[config.mk]
export PLATFORM = sky130hd
export DESIGN_NAME = halftone_bitpacker
export DESIGN_NICKNAME = d
export VERILOG_FILES = /design/src/rtl/halftone_bitpacker.sv
export SDC_FILE = /design/constraint.sdc
export NUM_CORES = 1
export LEC_CHECK = 0
export CAP_MARGIN = 20
export CORE_AREA = 2 2 90 101
export CTS_BUF_LIST = sky130_fd_sc_hd__clkbuf_16
export DETAILED_ROUTE_END_ITERATION = 16
export DIE_AREA = 0 0 92 103
export PLACE_DENSITY = 0.76
export SLEW_MARGIN = 25
export SYNTH_ARGS = -nofsm -noshare
export SYNTH_HDL_FRONTEND = slang
export SYNTH_SLANG_ARGS = --single-unit
export TNS_END_PERCENT = 30
[constraint.sdc]
create_clock -name clk -period 3.5 [get_ports clk]
set_clock_uncertainty 0.2 [all_clocks]
set_input_delay 0.7 -clock clk [delete_from_list [all_inputs] [get_ports clk]]
set_output_delay 0.7 -clock clk [all_outputs]
set_load 0.05 [all_outputs]
[src/rtl/halftone_bitpacker.sv]
`default_nettype none
// ============================================================================
// Module      : halftone_bitpacker
// Description : Reads the halftoned frame from the shared image RAM in raster
//               order, thresholds each pixel to one bit, packs 8 pixels per
//               byte (first pixel in bit 7) and streams the bytes on a
//               valid/ready interface with row and frame markers.
//               Optional macro PACK_ROW_CHECKSUM_EN appends an XOR checksum
//               byte after every row.
// Revision    : 1.0 - initial release
// ============================================================================
module halftone_bitpacker #(
    parameter int IMG_W  = 512,
    parameter int IMG_H  = 512,
    parameter int ADDR_W = 18,
    parameter int THRESH = 128
) (
    input  logic              clk,
    input  logic              rst_n,
    input  logic              start,
    output logic              ram_ren,
    output logic [ADDR_W-1:0] ram_addr,
    input  logic [7:0]        ram_odata,
    output logic              out_valid,
    input  logic              out_ready,
    output logic [7:0]        out_data,
    output logic              out_last_row,
    output logic              out_last_frame,
    output logic              busy,
    output logic              done
);

    localparam int                c_COLS      = IMG_W / 8;
    localparam int                c_COL_W     = $clog2(c_COLS + 1);
    localparam int                c_ROW_W     = $clog2(IMG_H + 1);
    localparam logic [ADDR_W-1:0] c_LAST_ADDR = ADDR_W'(IMG_W * IMG_H - 1);
    localparam logic [c_COL_W-1:0] c_LAST_COL = c_COL_W'(c_COLS - 1);
    localparam logic [c_ROW_W-1:0] c_LAST_ROW = c_ROW_W'(IMG_H - 1);
    localparam logic [7:0]        c_THRESH    = 8'(THRESH);

    typedef enum logic [1:0] {
        S_IDLE  = 2'd0,
        S_FETCH = 2'd1,
        S_DRAIN = 2'd2,
        S_DONE  = 2'd3
    } state_t;

    state_t               r_state;
    logic [ADDR_W-1:0]    r_next_addr;   // next address to present
    logic                 r_dv;          // RAM data valid this cycle
    logic [6:0]           r_shift;       // bits collected so far in the group
    logic [2:0]           r_bcnt;        // position of the next bit in the group
    logic                 r_pend_valid;  // completed group waiting for the output register
    logic [7:0]           r_pend_byte;
    logic [c_COL_W-1:0]   r_col;         // byte index within the row of the next data byte
    logic [c_ROW_W-1:0]   r_row;         // row of the next data byte

    logic       w_start, w_bit, w_grp_done, w_out_free, w_accept, w_ck_pend;
    logic       w_ld_pend, w_ld_grp, w_ld_data, w_grp_to_pend, w_row_end;
    logic       w_pend_next, w_ck_next, w_stall, w_can_issue;
    logic [7:0] w_byte, w_data_byte;

    assign w_start     = (r_state == S_IDLE) && start;
    assign w_bit       = (ram_odata >= c_THRESH);
    assign w_byte      = {r_shift, w_bit};
    assign w_grp_done  = r_dv && (r_bcnt == 3'd7);
    assign w_out_free  = !out_valid || out_ready;
    assign w_accept    = out_valid && out_ready;
    assign w_stall     = out_valid && !out_ready;

    // Output register load priority: held-over group, then checksum, then the
    // group completing this cycle. Only one source can be live at a time.
    assign w_ld_pend     = w_out_free && r_pend_valid;
    assign w_ld_grp      = w_out_free && !r_pend_valid && !w_ck_pend && w_grp_done;
    assign w_grp_to_pend = w_grp_done && !w_ld_grp;
    assign w_ld_data     = w_ld_pend || w_ld_grp;
    assign w_data_byte   = r_pend_valid ? r_pend_byte : w_byte;
    assign w_row_end     = w_ld_data && (r_col == c_LAST_COL);
    assign w_pend_next   = (r_pend_valid && !w_ld_pend) || w_grp_to_pend;

`ifdef PACK_ROW_CHECKSUM_EN
    logic       r_ck_pend;
    logic [7:0] r_xor;
    logic       w_ld_ck;
    assign w_ck_pend = r_ck_pend;
    assign w_ld_ck   = w_out_free && !r_pend_valid && r_ck_pend;
    assign w_ck_next = (r_ck_pend && !w_ld_ck) || w_row_end;
`else
    assign w_ck_pend = 1'b0;
    assign w_ck_next = 1'b0;
`endif

    // Reads are only issued when a finished group is guaranteed somewhere to
    // go; at most one read is in flight when a stall begins, and it only
    // lands in the emptied shift register.
    assign w_can_issue = !w_pend_next && !w_ck_next && !w_stall;

    // Frame control FSM: sequences address issue, drain and the done pulse
    always_ff @(posedge clk or negedge rst_n) begin
        if (!rst_n) begin
            r_state     <= S_IDLE;
            busy        <= 1'b0;
            done        <= 1'b0;
            ram_ren     <= 1'b0;
            ram_addr    <= '0;
            r_next_addr <= '0;
        end else begin
            done <= 1'b0;
            case (r_state)
                S_IDLE: begin
                    if (start) begin
                        r_state     <= S_FETCH;
                        busy        <= 1'b1;
                        ram_ren     <= 1'b1;
                        ram_addr    <= '0;
                        r_next_addr <= ADDR_W'(1);
                    end
                end
                S_FETCH: begin
                    if (ram_ren && (ram_addr == c_LAST_ADDR)) begin
                        ram_ren <= 1'b0;
                        r_state <= S_DRAIN;
                    end else if (w_can_issue) begin
                        ram_ren     <= 1'b1;
                        ram_addr    <= r_next_addr;
                        r_next_addr <= r_next_addr + ADDR_W'(1);
                    end else begin
                        ram_ren <= 1'b0;
                    end
                end
                S_DRAIN: begin
                    if (w_accept && out_last_frame) begin
                        r_state <= S_DONE;
                        busy    <= 1'b0;
                        done    <= 1'b1;
                    end
                end
                S_DONE: begin
                    r_state <= S_IDLE;
                end
                default: begin
                    r_state <= S_IDLE;
                end
            endcase
        end
    end

    // Pixel capture: threshold, shift in and hold a blocked group aside
    always_ff @(posedge clk or negedge rst_n) begin
        if (!rst_n) begin
            r_dv         <= 1'b0;
            r_shift      <= '0;
            r_bcnt       <= '0;
            r_pend_valid <= 1'b0;
            r_pend_byte  <= '0;
        end else begin
            r_dv <= ram_ren;
            if (r_dv) begin
                r_shift <= w_byte[6:0];
                r_bcnt  <= r_bcnt + 3'd1;
            end
            if (w_grp_to_pend) begin
                r_pend_valid <= 1'b1;
                r_pend_byte  <= w_byte;
            end else if (w_ld_pend) begin
                r_pend_valid <= 1'b0;
            end
        end
    end

    // Output register with markers; load and accept may coincide
    always_ff @(posedge clk or negedge rst_n) begin
        if (!rst_n) begin
            out_valid      <= 1'b0;
            out_data       <= '0;
            out_last_row   <= 1'b0;
            out_last_frame <= 1'b0;
            r_col          <= '0;
            r_row          <= '0;
`ifdef PACK_ROW_CHECKSUM_EN
            r_ck_pend      <= 1'b0;
            r_xor          <= '0;
`endif
        end else if (w_start) begin
            r_col <= '0;
            r_row <= '0;
`ifdef PACK_ROW_CHECKSUM_EN
            r_ck_pend <= 1'b0;
            r_xor     <= '0;
`endif
        end else begin
            if (w_ld_data) begin
                out_valid <= 1'b1;
                out_data  <= w_data_byte;
                r_col     <= w_row_end ? '0 : r_col + c_COL_W'(1);
`ifdef PACK_ROW_CHECKSUM_EN
                out_last_row   <= 1'b0;
                out_last_frame <= 1'b0;
                r_xor          <= r_xor ^ w_data_byte;
                if (w_row_end) begin
                    r_ck_pend <= 1'b1;
                end
`else
                out_last_row   <= w_row_end;
                out_last_frame <= w_row_end && (r_row == c_LAST_ROW);
                if (w_row_end) begin
                    r_row <= r_row + c_ROW_W'(1);
                end
`endif
            end
`ifdef PACK_ROW_CHECKSUM_EN
            else if (w_ld_ck) begin
                out_valid      <= 1'b1;
                out_data       <= r_xor;
                out_last_row   <= 1'b1;
                out_last_frame <= (r_row == c_LAST_ROW);
                r_row          <= r_row + c_ROW_W'(1);
                r_xor          <= '0;
                r_ck_pend      <= 1'b0;
            end
`endif
            else if (w_accept) begin
                out_valid <= 1'b0;
            end
        end
    end

endmodule
`default_nettype wire

==> flow_summary.yaml, run 1 <==
outcome:
  status: "completed"
floorplanning:
  pin_count: 44
  coreArea_um2: 8560
  start_util_pct: 52.9
  chipWidth_um: 92
  die_area_um2: 9480
  die_h_um: 103
  num_rows: 36
synthesis:
  synthTopCellsByArea: "dfrtp_1 49%, nand3_1 5.0%, nand2_1 4.8%"
  async_reset_ff_share_pct: 100
  ys.flop_type: "dfrtp_1"
  syn_nets: 463
  ys_seq_elements: 89
  yosysWarningCount: 0
  ys_seq_area_share_pct: 49.2
  postSynthAreaPerCell_um2: 10.2
  synth_top_area_share_pct: 49.2
  synth_largest_area_cell: "dfrtp_1"
  yosysUniqueCellTypes: 55
  netlist_instances: 443
  synth.cell_area_um2: 4530
  synth_edf_count: 0
clock_tree:
  cts-hold-fix-buffers: 0
  cts_sinks: 89
  clk_path_buf_depth: 2
  numCtsBuffers: 9
  clock_latency_ns: 0.34
  cts_repair_resize_count: 0
  postCtsSetupRepairBufs: 0
  root_buffer: "clkbuf_16"
  htreeDepth: 3
  cts_tree: "built"
  clk_pin_slew_ns: 0.07
setup_path:
  cp_slowest_cell: "clkdlybuf4s50_1"
  cp.arrival_ns: 1.61
  reg2regPathDepth: 8
  worstReg2RegStart: "r_bcnt[0]$_DFFE_PN0P_"
  critPathLaunchType: "flop"
  cpLargestDelayFamily: "buffers and inverters"
  criticalPathCategory: "reg2out"
  required_ns: 2.60
  path_cells: "clkdlybuf4s50_1"
  path_max_fanout: 4
  reg2reg_slack_ns: 1.16
  cp-end-kind: "output port"
  rr_endpoint: "ram_addr[16]$_DFFE_PN0P_"
  max_stage_delay_ns: 0.84
  path_buf_inv: 1
pwr:
  ir_drop_mv: 0.433
  leakage_nw: 2.18
  power_density_nw_per_um2: 734
sta:
  tightest_slew_ns: 0.624
  finalHoldViolations: 0
  finalSetupTns_ns: 0
  setup_viol: 0
  rsz0062_at_grt: "false"
  slew_viol_final: 0
  period_needed_ns: 2.51
  finalCritPeriodShare_pct: 71.6
  slew_headroom_pct: 58.4
  fmax_mhz: 399
hold_path:
  hold_path.class: "in2async"
finish:
  final_cell_mix: "89 x dfrtp_1, 58 x nand2_1, 45 x nand3_1"
  layout_commonest_cell: "dfrtp_1"
  fin_nets: 491
  final_cells: 590
  drive_above_1_share_pct: 12.6
  diodes: 0
  area_growth_syn_to_layout_pct: 15.2
global_routing:
  grt-ovfl-total: 0
  grt_usage_pct: 22.7
  grt_max_degree: 52
  grt_pass1_wl_um: 17200
  antenna_found_initial: 0
  grt_pass1_vias: 3463
place:
  gp_congestion: 0.867
  port_buffers: 36
  dp.cells: 574
  dpl.hpwl_um: 6730
route:
  wire_per_inst_um: 17.2
  vias_per_cell: 6.16
  drc: 0
  drt_iter0_markers: 200
  dr.pass1.iters: 5
  vias: 3633
  ant_nets: 0
  wirelength_um: 10200
run:
  maxCapViolCount: 0
synth_stat cells, drive strengths merged (3+ instances only):
master	n
mux2i	10
nand3	47
a211o	7
a31oi	7
a22oi	3
nand4	26
xor2	6
nand4b	3
buf	17
nor2	27
clkbuf	10
ha	8
o211a	3
o21ai	4
xnor2	8
a21oi	15
dfrtp	89
inv	9
mux2	19
nand2	58
and3	4
a21o	4
o211ai	13
nor4	13
nor3	8
stage by stage:
step / hold slack (ns) / power, mW / utilization, % / instance area (µm²) / worst slack [ns]
final: 0.167 / 3.83 / 60.9 / 5210 / 0.993
after global routing: 0.212 / 4.04 / 60.9 / 5210 / 0.931
after CTS: 0.193 / 3.85 / 60.9 / 5210 / 0.987
after detailed placement: 0.252 / 2.95 / 57.7 / 4940 / 0.678
after global placement: 0.252 / 2.89 / 57.7 / 4940 / 0.721
after floorplan: 0.204 / 2.53 / - / 4530 / 1.30
cell type report:
class,count,area (µm²)
clock buffer,9,225
clock inverter,7,43.8
fill,723,3350
inverter,9,33.8
multi-input combinational,318,2120
sequential,89,2230
tap,114,143
timing repair buffer,44,418
how the worst max path moves through the flow:
stage	to	from	slack, ns	cells past startpoint
floorplan	r_next_addr[5]$_DFFE_PN0P_	ram_addr[4]$_DFFE_PN0P_	1.30	6
global placement	r_next_addr[10]$_DFFE_PN0P_	out_ready	0.72	6
detailed placement	r_next_addr[10]$_DFFE_PN0P_	out_ready	0.68	6
CTS	ram_addr[10]	ram_addr[10]$_DFFE_PN0P_	0.99	1
global route	ram_addr[16]$_DFFE_PN0P_	out_ready	0.93	7
finish	ram_addr[0]	ram_addr[0]$_DFFE_PN0P_	0.99	1
cell families (layout without fill, tap and decap cells):
family                     Yosys count  after routing  synth area share [%]
xor gates and xnor gates            14             14                  2.71
and+or+nand+nor                    199            199                  22.9
adders and majority gates            8              8                  2.21
muxes                               29             29                  7.02
AOI/OAI and AO/OA                   68             68                  12.0
buffers and inverters               36             69                  3.93
DFF                                 89             89                  49.2
metal layers:
layer	share of wire [%]	vias to the layer above	track usage [%]
li1	-	1689	-
met1	43	1809	28.8
met2	51	113	39.3
met3	4.2	22	3.80
met4	2.3	0	8.84
met5	0	-	0
flip-flops by register name, indices dropped and copies added (netlist names):
signal and flops:
r_next_addr 18, ram_ren 1, out_last_frame 1, r_row 10, r_dv 1, r_col 7
done 1, busy 1, r_state 2, out_data 8, ram_addr 18, r_pend_byte 8
out_last_row 1, out_valid 1, r_shift 7, r_bcnt 3, r_pend_valid 1
where the power goes:
part	total (mW)	switching, mW	leakage, nW	internal, mW
registers	1.62	0.306	1.07	1.31
logic	1.32	0.808	0.972	0.513
clock network	0.888	0.408	0.135	0.480
total	3.83	1.52	2.18	2.31
Note: power is estimated with default switching activity, not from simulation.
==> run 2: changes to the inputs <==
- CORE_AREA: 2 2 90 101 -> 2 2 92 103
- DIE_AREA: 0 0 92 103 -> 0 0 94 105
- clock period: 3.5 -> 2.2 ns (I/O delays scaled with it)
==> run 2 against run 1 <==
Against the previous run: global-route usage decreased by 0.48 points; clock-buffer cell count stayed put; critical path type unchanged; clock power rose by 79%; wire length grew 4.9%; sequential power is 56% higher; sequential cell count unchanged.
==> flow_summary.yaml, run 2 (synthesis gave the netlist of run 1 again) <==
outcome:
  status: "completed"
global_routing:
  grt_usage_pct: 22.2
  grt_pass1_wl_um: 17300
  antenna_found_initial: 0
  grt_pass1_vias: 3587
  grt-ovfl-total: 0
  grt_max_degree: 49
place:
  dpl.hpwl_um: 7150
  gp_congestion: 0.869
  port_buffers: 36
clock_tree:
  cts_tree: "built"
  clock_latency_ns: 0.35
  cts_sinks: 89
  clk_pin_slew_ns: 0.07
  numCtsBuffers: 9
  root_buffer: "clkbuf_16"
  htreeDepth: 3
  clk_path_buf_depth: 2
finish:
  top_regs: "r_next_addr: 18 flops, ram_addr: 18 flops, r_row: 10 flops"
  diodes: 0
  drive_above_1_share_pct: 24.7
  fin_nets: 526
  final_cell_mix: "89 x dfrtp_1, 56 x buf_4, 55 x nand2_1"
  n_fill_cell: 684
  area_growth_syn_to_layout_pct: 24.1
  layout_commonest_cell: "dfrtp_1"
setup_path:
  path_cells: "clkdlybuf4s50_1"
  cp.arrival_ns: 1.51
  max_stage_delay_ns: 0.81
  path_max_fanout: 3
  path_buf_inv: 1
  cpLargestDelayFamily: "buffers and inverters"
  required_ns: 1.56
  criticalPathCategory: "reg2out"
  cp_slowest_cell: "clkdlybuf4s50_1"
  cp-end-kind: "output port"
  critPathLaunchType: "flop"
route:
  met2WireLength_um: 5330
  drc: 0
  m1WireLength_um: 4670
  ant_nets: 0
  drt_iter0_markers: 213
  vias: 3731
  wirelength_um: 10700
  met3_length_um: 410
  wire_per_inst_um: 17.0
  top_layer: "met4"
  dr.pass1.iters: 6
  vias_per_cell: 5.97
sta:
  setup_viol: 0
  fmax_mhz: 465
  timing.hold.ws_ns: 0.273
  period_needed_ns: 2.15
  tightest_slew_ns: 0.526
  slew_headroom_pct: 64.9
  finalCritPeriodShare_pct: 97.8
  finalHoldViolations: 0
  slew_viol_final: 0
floorplanning:
  die_area_um2: 9870
  start_util_pct: 51.5
  die_h_um: 105
  num_rows: 36
  chipWidth_um: 94
  pin_count: 44
  coreArea_um2: 8780
pwr:
  ir_drop_mv: 0.754
  leakage_nw: 2.42
  power_density_nw_per_um2: 1160
  finalPower_mw: 6.50
hold_path:
  hold_path.class: "reg2reg"
run:
  maxCapViolCount: 0
-- run 2: layout make-up --
class / instances / area [µm²] / area share [%]
sequential: 89 / 2230 / 39.7
multi-input combinational: 318 / 2220 / 39.6
timing repair buffer: 79 / 686 / 12.2
clock buffer: 9 / 225 / 4.01
tap: 114 / 143 / 2.54
clock inverter: 7 / 77.6 / 1.38
inverter: 9 / 33.8 / 0.602
-- run 2: path summary, 6_finish.rpt --
path	cells after the start	from	slack [ns]	to
max in group asynchronous	3	rst_n	0.84	r_pend_byte[1]$_DFFE_PN0P_
min reg2reg	1	r_bcnt[0]$_DFFE_PN0P_	0.27	r_bcnt[0]$_DFFE_PN0P_
min	1	r_bcnt[0]$_DFFE_PN0P_	0.27	r_bcnt[0]$_DFFE_PN0P_
max	1	busy$_DFFE_PN0P_	0.05	busy
min in group asynchronous	2	rst_n	0.37	done$_DFF_PN0_
max reg2reg	7	r_bcnt[0]$_DFFE_PN0P_	0.11	r_row[5]$_DFFE_PN0P_
-- run 2: per-layer routing --
| metal | vias up | GRT usage, % |
|---|---|---|
| met5 | - | 0 |
| met4 | 0 | 8.80 |
| met3 | 21 | 4.11 |
| met2 | 100 | 36.0 |
| met1 | 1848 | 29.3 |
| li1 | 1762 | - |
-- run 2: power by group --
group          switching [mW]  leakage, nW  internal, mW
clock                   0.698        0.146         0.893
combinational            1.44         1.21         0.934
sequential              0.442         1.07          2.09
total                    2.58         2.42          3.92
-- run 2: repair_timing --
action | 4_1_cts | 5_1_grt
setup endpoints to repair | 6 | 40
hold buffers | 1 | 0
gates resized for setup | 6 | 19
pin swaps | 0 | 3
hold endpoints to repair | 28 | 0
setup buffers | 0 | 5
-- run 2: stage by stage --
stage	util [%]	setup WS, ns	cells	TNS, ns	cell area [µm²]
2_1_floorplan	-	0.00223	443	0	4530
6_report	63.9	0.0484	625	0	5620
5_1_grt	63.9	-0.00960	625	-0.0150	5620
3_5_place_dp	58.7	-0.140	603	-3.99	5150
4_1_cts	62.4	-0.00194	620	-0.00194	5480
3_3_place_gp	58.7	-0.108	603	-3.10	5150
